$ cat config.mk
export PLATFORM = sky130hd
export DESIGN_NAME = wshb_mire_slave
export DESIGN_NICKNAME = d
export VERILOG_FILES = /design/src/rtl/wshb_mire_slave.sv
export SDC_FILE = /design/constraint.sdc
export NUM_CORES = 1
export LEC_CHECK = 0
export ABC_AREA = 1
export CORE_MARGIN = 3
export CORE_UTILIZATION = 58
export DETAILED_ROUTE_END_ITERATION = 6
export DONT_BUFFER_PORTS = 1
export HOLD_SLACK_MARGIN = 0.06
export PLACE_DENSITY = 0.8
export SLEW_MARGIN = 20
export SYNTH_ARGS = -nofsm -noshare
export SYNTH_HDL_FRONTEND = slang
export SYNTH_SLANG_ARGS = --single-unit
$ cat constraint.sdc
create_clock -name clk -period 2.9 [get_ports clk]
set_input_delay 0.145 -clock clk [delete_from_list [all_inputs] [get_ports clk]]
set_output_delay 0.145 -clock clk [all_outputs]
set_load 0.02 [all_outputs]
$ cat src/rtl/wshb_mire_slave.sv
// Wishbone B4 slave that serves a generated test-pattern frame, one word per pixel,
// plus CTRL/COLOR registers that select the pattern.
module wshb_mire_slave #(
  parameter int          HDISP    = 800,
  parameter int          VDISP    = 480,
  parameter int          GRID     = 16,
  parameter logic [31:0] CTRL_ADR = 32'h0020_0000
) (
  input  logic        clk,
  input  logic        rst,
  input  logic        cyc,
  input  logic        stb,
  input  logic        we,
  input  logic [31:0] adr,
  input  logic [3:0]  sel,
  input  logic [31:0] dat_ms,
  input  logic [2:0]  cti,
  input  logic [1:0]  bte,
  output logic        ack,
  output logic        err,
  output logic [31:0] dat_sm
);

  localparam int FRAME = HDISP * VDISP;
  localparam int BAR_W = HDISP / 8;
  localparam int XW    = ($clog2(HDISP) > 8) ? $clog2(HDISP) : 8;
  localparam int YW    = ($clog2(VDISP) > 8) ? $clog2(VDISP) : 8;
  localparam int BW    = (BAR_W > 1) ? $clog2(BAR_W) : 1;
  localparam logic [29:0] CTRL_IDX = CTRL_ADR[31:2];

  typedef enum logic [1:0] {S_IDLE, S_SINGLE, S_STREAM, S_ERROR} state_t;
  state_t state, state_nxt;

  logic [XW-1:0] x, cx;
  logic [YW-1:0] y, cy;
  logic [BW-1:0] bar_cnt, cbar_cnt;
  logic [2:0]    bar, cbar;
  logic [29:0]   nxt_idx;
  logic [1:0]    ctrl;
  logic [23:0]   color;
  logic [29:0]   idx;
  logic          is_frame, is_ctrl, is_color, valid, serve, frame_rd;
  logic [23:0]   pix;
  logic [31:0]   rdata;
  logic          unused;

  assign idx      = adr[31:2];
  assign is_frame = idx < 30'(FRAME);
  assign is_ctrl  = (idx == CTRL_IDX);
  assign is_color = (idx == CTRL_IDX + 30'd1);
  // Frame reads must follow the fetch sequence; idx 0 always restarts it.
  assign valid    = is_ctrl | is_color |
                    (is_frame & (we | (idx == 30'd0) | (idx == nxt_idx)));
  assign serve    = cyc & stb & ((state == S_IDLE) | (state == S_STREAM));
  assign frame_rd = serve & is_frame & ~we & valid;
  assign ack      = (state == S_SINGLE) | (state == S_STREAM);
  assign err      = (state == S_ERROR);
  assign unused   = ^{bte, adr[1:0], dat_ms[31:24], sel[3]};

  // Handshake state: stream keeps accepting beats while the master signals 010.
  always_comb begin
    state_nxt = S_IDLE;
    if (serve) begin
      if (!valid) begin
        state_nxt = S_ERROR;
      end else if (cti == 3'b010) begin
        state_nxt = S_STREAM;
      end else begin
        state_nxt = S_SINGLE;
      end
    end else begin
      state_nxt = S_IDLE;
    end
  end

  // Raster position of the pixel being served, reloaded to the origin on idx 0.
  always_comb begin
    if (idx == 30'd0) begin
      cx       = '0;
      cy       = '0;
      cbar     = '0;
      cbar_cnt = '0;
    end else begin
      cx       = x;
      cy       = y;
      cbar     = bar;
      cbar_cnt = bar_cnt;
    end
  end

  // Pattern generator.
  always_comb begin
    pix = 24'h000000;
    case (ctrl)
      2'd0: begin
        if (((int'(cx) % GRID) == 0) || ((int'(cy) % GRID) == 0)) begin
          pix = 24'hFF_FFFF;
        end else begin
          pix = 24'h00_0000;
        end
      end
      2'd1:    pix = {{8{cbar[2]}}, {8{cbar[1]}}, {8{cbar[0]}}};
      2'd2:    pix = color;
      2'd3:    pix = {cx[7:0], cy[7:0], 8'h00};
      default: pix = 24'h000000;
    endcase
  end

  // Read data mux.
  always_comb begin
    if (is_ctrl) begin
      rdata = {30'd0, ctrl};
    end else if (is_color) begin
      rdata = {8'h00, color};
    end else begin
      rdata = {8'h00, pix};
    end
  end

  // State register.
  always_ff @(posedge clk or posedge rst) begin
    if (rst) begin
      state <= S_IDLE;
    end else begin
      state <= state_nxt;
    end
  end

  // Registers, read data and raster counters.
  always_ff @(posedge clk or posedge rst) begin
    if (rst) begin
      dat_sm  <= 32'd0;
      ctrl    <= 2'd0;
      color   <= 24'd0;
      x       <= '0;
      y       <= '0;
      bar     <= '0;
      bar_cnt <= '0;
      nxt_idx <= 30'd0;
    end else begin
      if (serve && valid && !we) begin
        dat_sm <= rdata;
      end else begin
        dat_sm <= 32'd0;
      end
      if (serve && we && is_ctrl && sel[0]) begin
        ctrl <= dat_ms[1:0];
      end
      if (serve && we && is_color) begin
        if (sel[0]) color[7:0]   <= dat_ms[7:0];
        if (sel[1]) color[15:8]  <= dat_ms[15:8];
        if (sel[2]) color[23:16] <= dat_ms[23:16];
      end
      if (frame_rd) begin
        if (cx == XW'(HDISP - 1)) begin
          x       <= '0;
          bar     <= '0;
          bar_cnt <= '0;
          if (cy == YW'(VDISP - 1)) begin
            y       <= '0;
            nxt_idx <= 30'd0;
          end else begin
            y       <= cy + YW'(1);
            nxt_idx <= idx + 30'd1;
          end
        end else begin
          x       <= cx + XW'(1);
          y       <= cy;
          nxt_idx <= idx + 30'd1;
          // Bar index = x / (HDISP/8), tracked incrementally.
          if (cbar_cnt == BW'(BAR_W - 1)) begin
            bar_cnt <= '0;
            bar     <= cbar + 3'd1;
          end else begin
            bar_cnt <= cbar_cnt + BW'(1);
            bar     <= cbar;
          end
        end
      end
    end
  end

endmodule

==> Word level (Yosys, flattened, before mapping) <==
Index checks and enable logic that the tools add are counted.
{ "totals": {"register_bits": 119, "elab_cells": 80, "output_inout_bits": 34} }
{ "op_classes": {"mux": 21, "bitwise": 13, "reduce_logical": 16, "n_lt_le_gt_ge": 1, "addsub": 5, "n_eq_ne": 13} }
{ "ops": {"columns": ["cell", "count"], "rows": [
  ["24-bit one-hot mux with 4 select lines", 1],
  ["24-bit 2-to-1 mux", 3],
  ["32-bit zero test", 2],
  ["30-bit by 20-bit equality test with 1-bit output (second input constant)", 2],
  ["30-bit 2-to-1 mux", 2],
  ["32-bit 2-to-1 mux", 1],
  ["30-bit by 1-bit adder with 30-bit output (second input constant)", 1],
  ["30-bit equality test", 1],
  ["30-bit zero test", 1],
  ["30-bit by 19-bit less-than comparator with 1-bit output (second input constant)", 1],
  ["9-bit 2-to-1 mux", 3],
  ["7-bit 2-to-1 mux", 3],
  ["10-bit 2-to-1 mux", 2],
  ["10-bit by 1-bit adder with 10-bit output (second input constant)", 1],
  ["10-bit equality test (second input constant)", 1],
  ["9-bit by 1-bit adder with 9-bit output (second input constant)", 1],
  ["9-bit equality test (second input constant)", 1],
  ["3-bit 2-to-1 mux", 3],
  ["2-bit equality test (second input constant)", 4],
  ["7-bit by 1-bit adder with 7-bit output (second input constant)", 1],
  ["7-bit equality test (second input constant)", 1],
  ["1-bit AND", 6],
  ["1-bit logical AND", 6],
  ["2-bit 2-to-1 mux", 3],
  ["9 further kinds", 18]
]} }

==> Depth between registers and ports, before layout <==
{ "logic_depth": {"ltp_word": 9, "depth_mapped": 23, "ltp_nobuf": 21} }

==> Worst setup path after synthesis <==
Ideal clock, no wire load.
{ "synth_path": {"path_type": "in2reg", "from": "input adr[2]", "to": "register bar[0]", "cell_stages": 23, "setup_time_ns": 0.116, "required_time_ns": 2.784, "path_slack_ns": 0.734, "t_arrival_ns": 2.050, "cell_sequence": "inv_1 ha_1 inv_1 nor2_1 nand2_2 nor2_4 nand2_4 buf_4 buf_4 nand2_1 inv_1 ha_1 inv_1 nor2_1 nand2_1 nor3_1 inv_1 nor2_1 inv_1 nand2_1 o21ai_0 nand2_1 nand2_1"} }
{ "synth_between": {"elab_chain_len": 6, "elab_cells_between_ends": 21} }
{ "synth_lines": {"columns": ["item", "line", "text"], "rows": [
  ["start, declared", "14", "input logic [31:0] adr,"],
  ["branches (longest 6 deep; another with 30-bit by 19-bit less-than comparator with 1-bit output)", null, null],
  ["end signal, assigned", "173", "bar <= cbar + 3'd1;"],
  ["end signal, assigned", "176", "bar <= cbar;"],
  ["end, declared", "37", "logic [2:0] bar, cbar;"]
]} }
Several ways; the timed one is not identified.
A chain may end at the register's enable or synchronous reset.

==> Worst setup path after layout <==
{ "layout_path": {"from": "input adr[11]", "to": "register bar_cnt[6]"} }
{ "layout_between": {"elab_chain_len": 6, "elab_cells_between_ends": 20} }
{ "layout_lines": {"columns": ["item", "line", "text"], "rows": [
  ["branches (longest 6 deep; another with 7-bit by 1-bit adder with 7-bit output)", null, null],
  ["end signal, assigned", "175", "bar_cnt <= cbar_cnt + BW'(1);"],
  ["end, declared", "36", "logic [BW-1:0] bar_cnt, cbar_cnt;"]
]} }
Several ways; the timed one is not identified.

==> out/metrics.csv <==
metric,value,unit
status,"finished, final reports clean",
die area,13000,sq um
antenna violations before repair,0,
postcts setup bufs,0,
WS Path Type,in -> reg,
Vias,5937,
Placer Congestion,0.862,
worst slew pin tran,0.970,ns
fin crit share,88.4,%
crit path capture type,register,
switching share of power,22.6,%
Yosys cell types,36,
Gate power share,5.9,%
Synth async-reset ratio,100,%
Setup TNS,0,ns
Initial Util,61.0,%
Worst-path clk slew,0.07,ns
DP Cell Count,1030,
H-tree levels,3,
post-CTS sizing,0,
Max Cap Viol,0,
Period minus WS final,2.56,ns
top cell type's share of synthesized area,41.0,%
Die Span Y,114,um
top_reg_cell synth,dfrtp_1,
Leakage,3.72,nW
Final Max Slew Viols,0,
Chip Width,114,um
"commonest non-fill, non-tap cell in the layout",nand2_1,
XOR/XNOR Fraction of Synth Area,6.20,%
CTS buffer count,9,
Crit path arrival time,2.86,ns
layout cells sized above 1,9.44,%
# IOs,112,
adder-cell area share of the yosys netlist,1.84,%
Switch Pwr,0.678,mW
f_max,390,MHz
Post-DRT Antenna Nets,0,
Pre-antenna DRT Iters,5,
fin cells,1083,
post-synthesis cell area,6780,sq um
"flops & latches, synth",111,
# clock sinks,111,
Clock power frac,42.4,%
largest net degree at the start of global routing,45,
Final HPWL DP,10700,um
Post-synth EDFFs,0,
Max VDD drop,0.455,mV
DR iter-0 viols,418,
Final Hold Vio Count,0,
root buffer cell,clkbuf_16,
DRC violations left,0,
TritonCTS clock tree,done,
setup violators final,0,
Nets,1027,
drt via density,5.48,
Synth Area in Simple Gates,28.6,%
routed length per instance,14.5,um
crit path max fanout,20,
Post-Syn Instances,908,
sequential fraction of the synthesis area,41.0,%
Hold Buf Count CTS,38,
Ys Warns,0,
CP Launch Type,input pin,
Total Wirelength,15700,um
vias in the first global route,5703,
Tot GR Track Use,25.1,%
Slew Limit Headroom,35.2,%
cell area power density,397,nW/um^2
global-route wire length before repair,26400,um
main combinational cell family by area after synthesis,simple AND/OR/NAND/NOR gates,
PortBufs,0,
Sequential Power Share,51.7,%
number of core rows,38,
Congestion Overflow GR,0,
main area contributors after synthesis,"dfrtp_1, nand2_1, nor2_1",
internal power,2.32,mW
post-synthesis mux area share,3.65,%
final hold slack,0.0772,ns
largest area contributor in the netlist,dfrtp_1,
path type of the worst min-delay path,in -> reg,
CTS max path bufs,2,
core area,11100,sq um
most frequent cells in the layout,"nand2_1, nor2_1, dfrtp_1, inv_1, o21ai_0",
Skew-Pair Late Insertion Delay,0.36,ns
"Req. time, crit path",3.19,ns
Avg Inst Size Synth,7.47,sq um
ant diodes,0,
Layout area overhead,11.4,%
Final Skew,0.0109,ns
# fillers,912,
unrepaired setup endpoints after global routing,false,
Synth Area in Compound Gates,9.81,%
## per-stage QoR
step	cell area [sq um]	total power, mW	utilization (%)	worst slack [ns]
global route	7550	3.10	67.9	0.0837
CTS	7550	3.02	67.9	0.329
global placement	6870	1.71	61.8	0.454
finish	7550	3.00	67.9	0.335
detailed placement	6870	1.71	61.8	0.381
floorplan	6810	1.70	-	0.734
## per-layer routing
| metal | global-route usage (%) | wire length, um | vias to the layer above |
|---|---|---|---|
| li1 | - | - | 2952 |
| met2 | 41.7 | 7590 | 199 |
| met1 | 31.9 | 6780 | 2749 |
| met4 | 10.3 | 399 | 0 |
| met3 | 5.29 | 915 | 37 |
| met5 | 0 | 0 | - |
## power by group through the flow
| stage | Sequential, mW | Clock (mW) | Combinational [mW] |
|---|---|---|---|
| CTS | 1.55 | 1.30 | 0.177 |
| floorplan | 1.58 | 0 | 0.117 |
| global placement | 1.58 | 0 | 0.132 |
| detailed placement | 1.58 | 0 | 0.134 |
| finish | 1.55 | 1.27 | 0.177 |
| global route | 1.55 | 1.35 | 0.198 |
## cells by family after synthesis
| family | Yosys count |
|---|---|
| fa+ha+maj | 10 |
| xor+xnor | 48 |
| compound gates | 121 |
| flops | 111 |
| buf+inv | 136 |
| other cells | 1 |
| simple gates | 459 |
| mux | 22 |
## final cells by class
cell class              count  area, sq um  share of cell area, %
multi-input cells         668         3430                   45.4
flip-flops and latches    111         2780                   36.8
repair buffers             49          488                   6.46
inverters                 100          379                   5.02
clock buffers              10          239                   3.16
well taps                 140          175                   2.32
clock inverters             5         63.8                  0.845
## synthesized netlist by cell type, types with 3 or more instances
cell and count:
nand2_1 230, dfrtp_1 111, nor2_4 6, nor3_1 15, o21ai_1 24, clkbuf_1 6, buf_6 3, buf_4 14
nand2_2 5, o21ai_0 39, buf_2 11, nor2_2 4, ha_1 10, a21oi_1 34, mux2_2 22, xnor2_1 23
inv_1 82, o211ai_1 21, nor2_1 138, inv_2 17, nand4_1 13, nand3_1 38, xor2_1 25
## state kept, by name, indices dropped and copies added, names as in the netlist
register  cells
state         2
dat_sm       24
nxt_idx      30
y             9
color        24
ctrl          2
bar_cnt       7
x            10
bar           3
## critical path, cell delays in order
cell,delay [ns]
dlygate4sd3_1,0.55
inv_2,0.08
nand2_1,0.05
nor2_1,0.12
nand2_1,0.12
nor2_4,0.14
nand2_4,0.15
inv_2,0.23
nor2_1,0.07
nand2_1,0.06
nand2_1,0.09
nand2_2,0.15
nand2_2,0.28
inv_2,0.39
nand3_1,0.13
nand2_1,0.08
## worst paths after layout
path / slack (ns) / end / startpoint / cells past startpoint
worst min-delay path: 0.08 / ctrl[1] / sel[0] / 2
min in group asynchronous: 0.47 / color[17] / rst / 2
worst max register to register: 0.56 / bar_cnt[6] / nxt_idx[17] / 13
max in group asynchronous: 1.58 / color[14] / rst / 3
worst min register to register: 0.49 / bar[1] / bar[1] / 2
worst max-delay path: 0.34 / bar_cnt[6] / adr[11] / 16
Note: power is estimated with default switching activity, not from simulation.
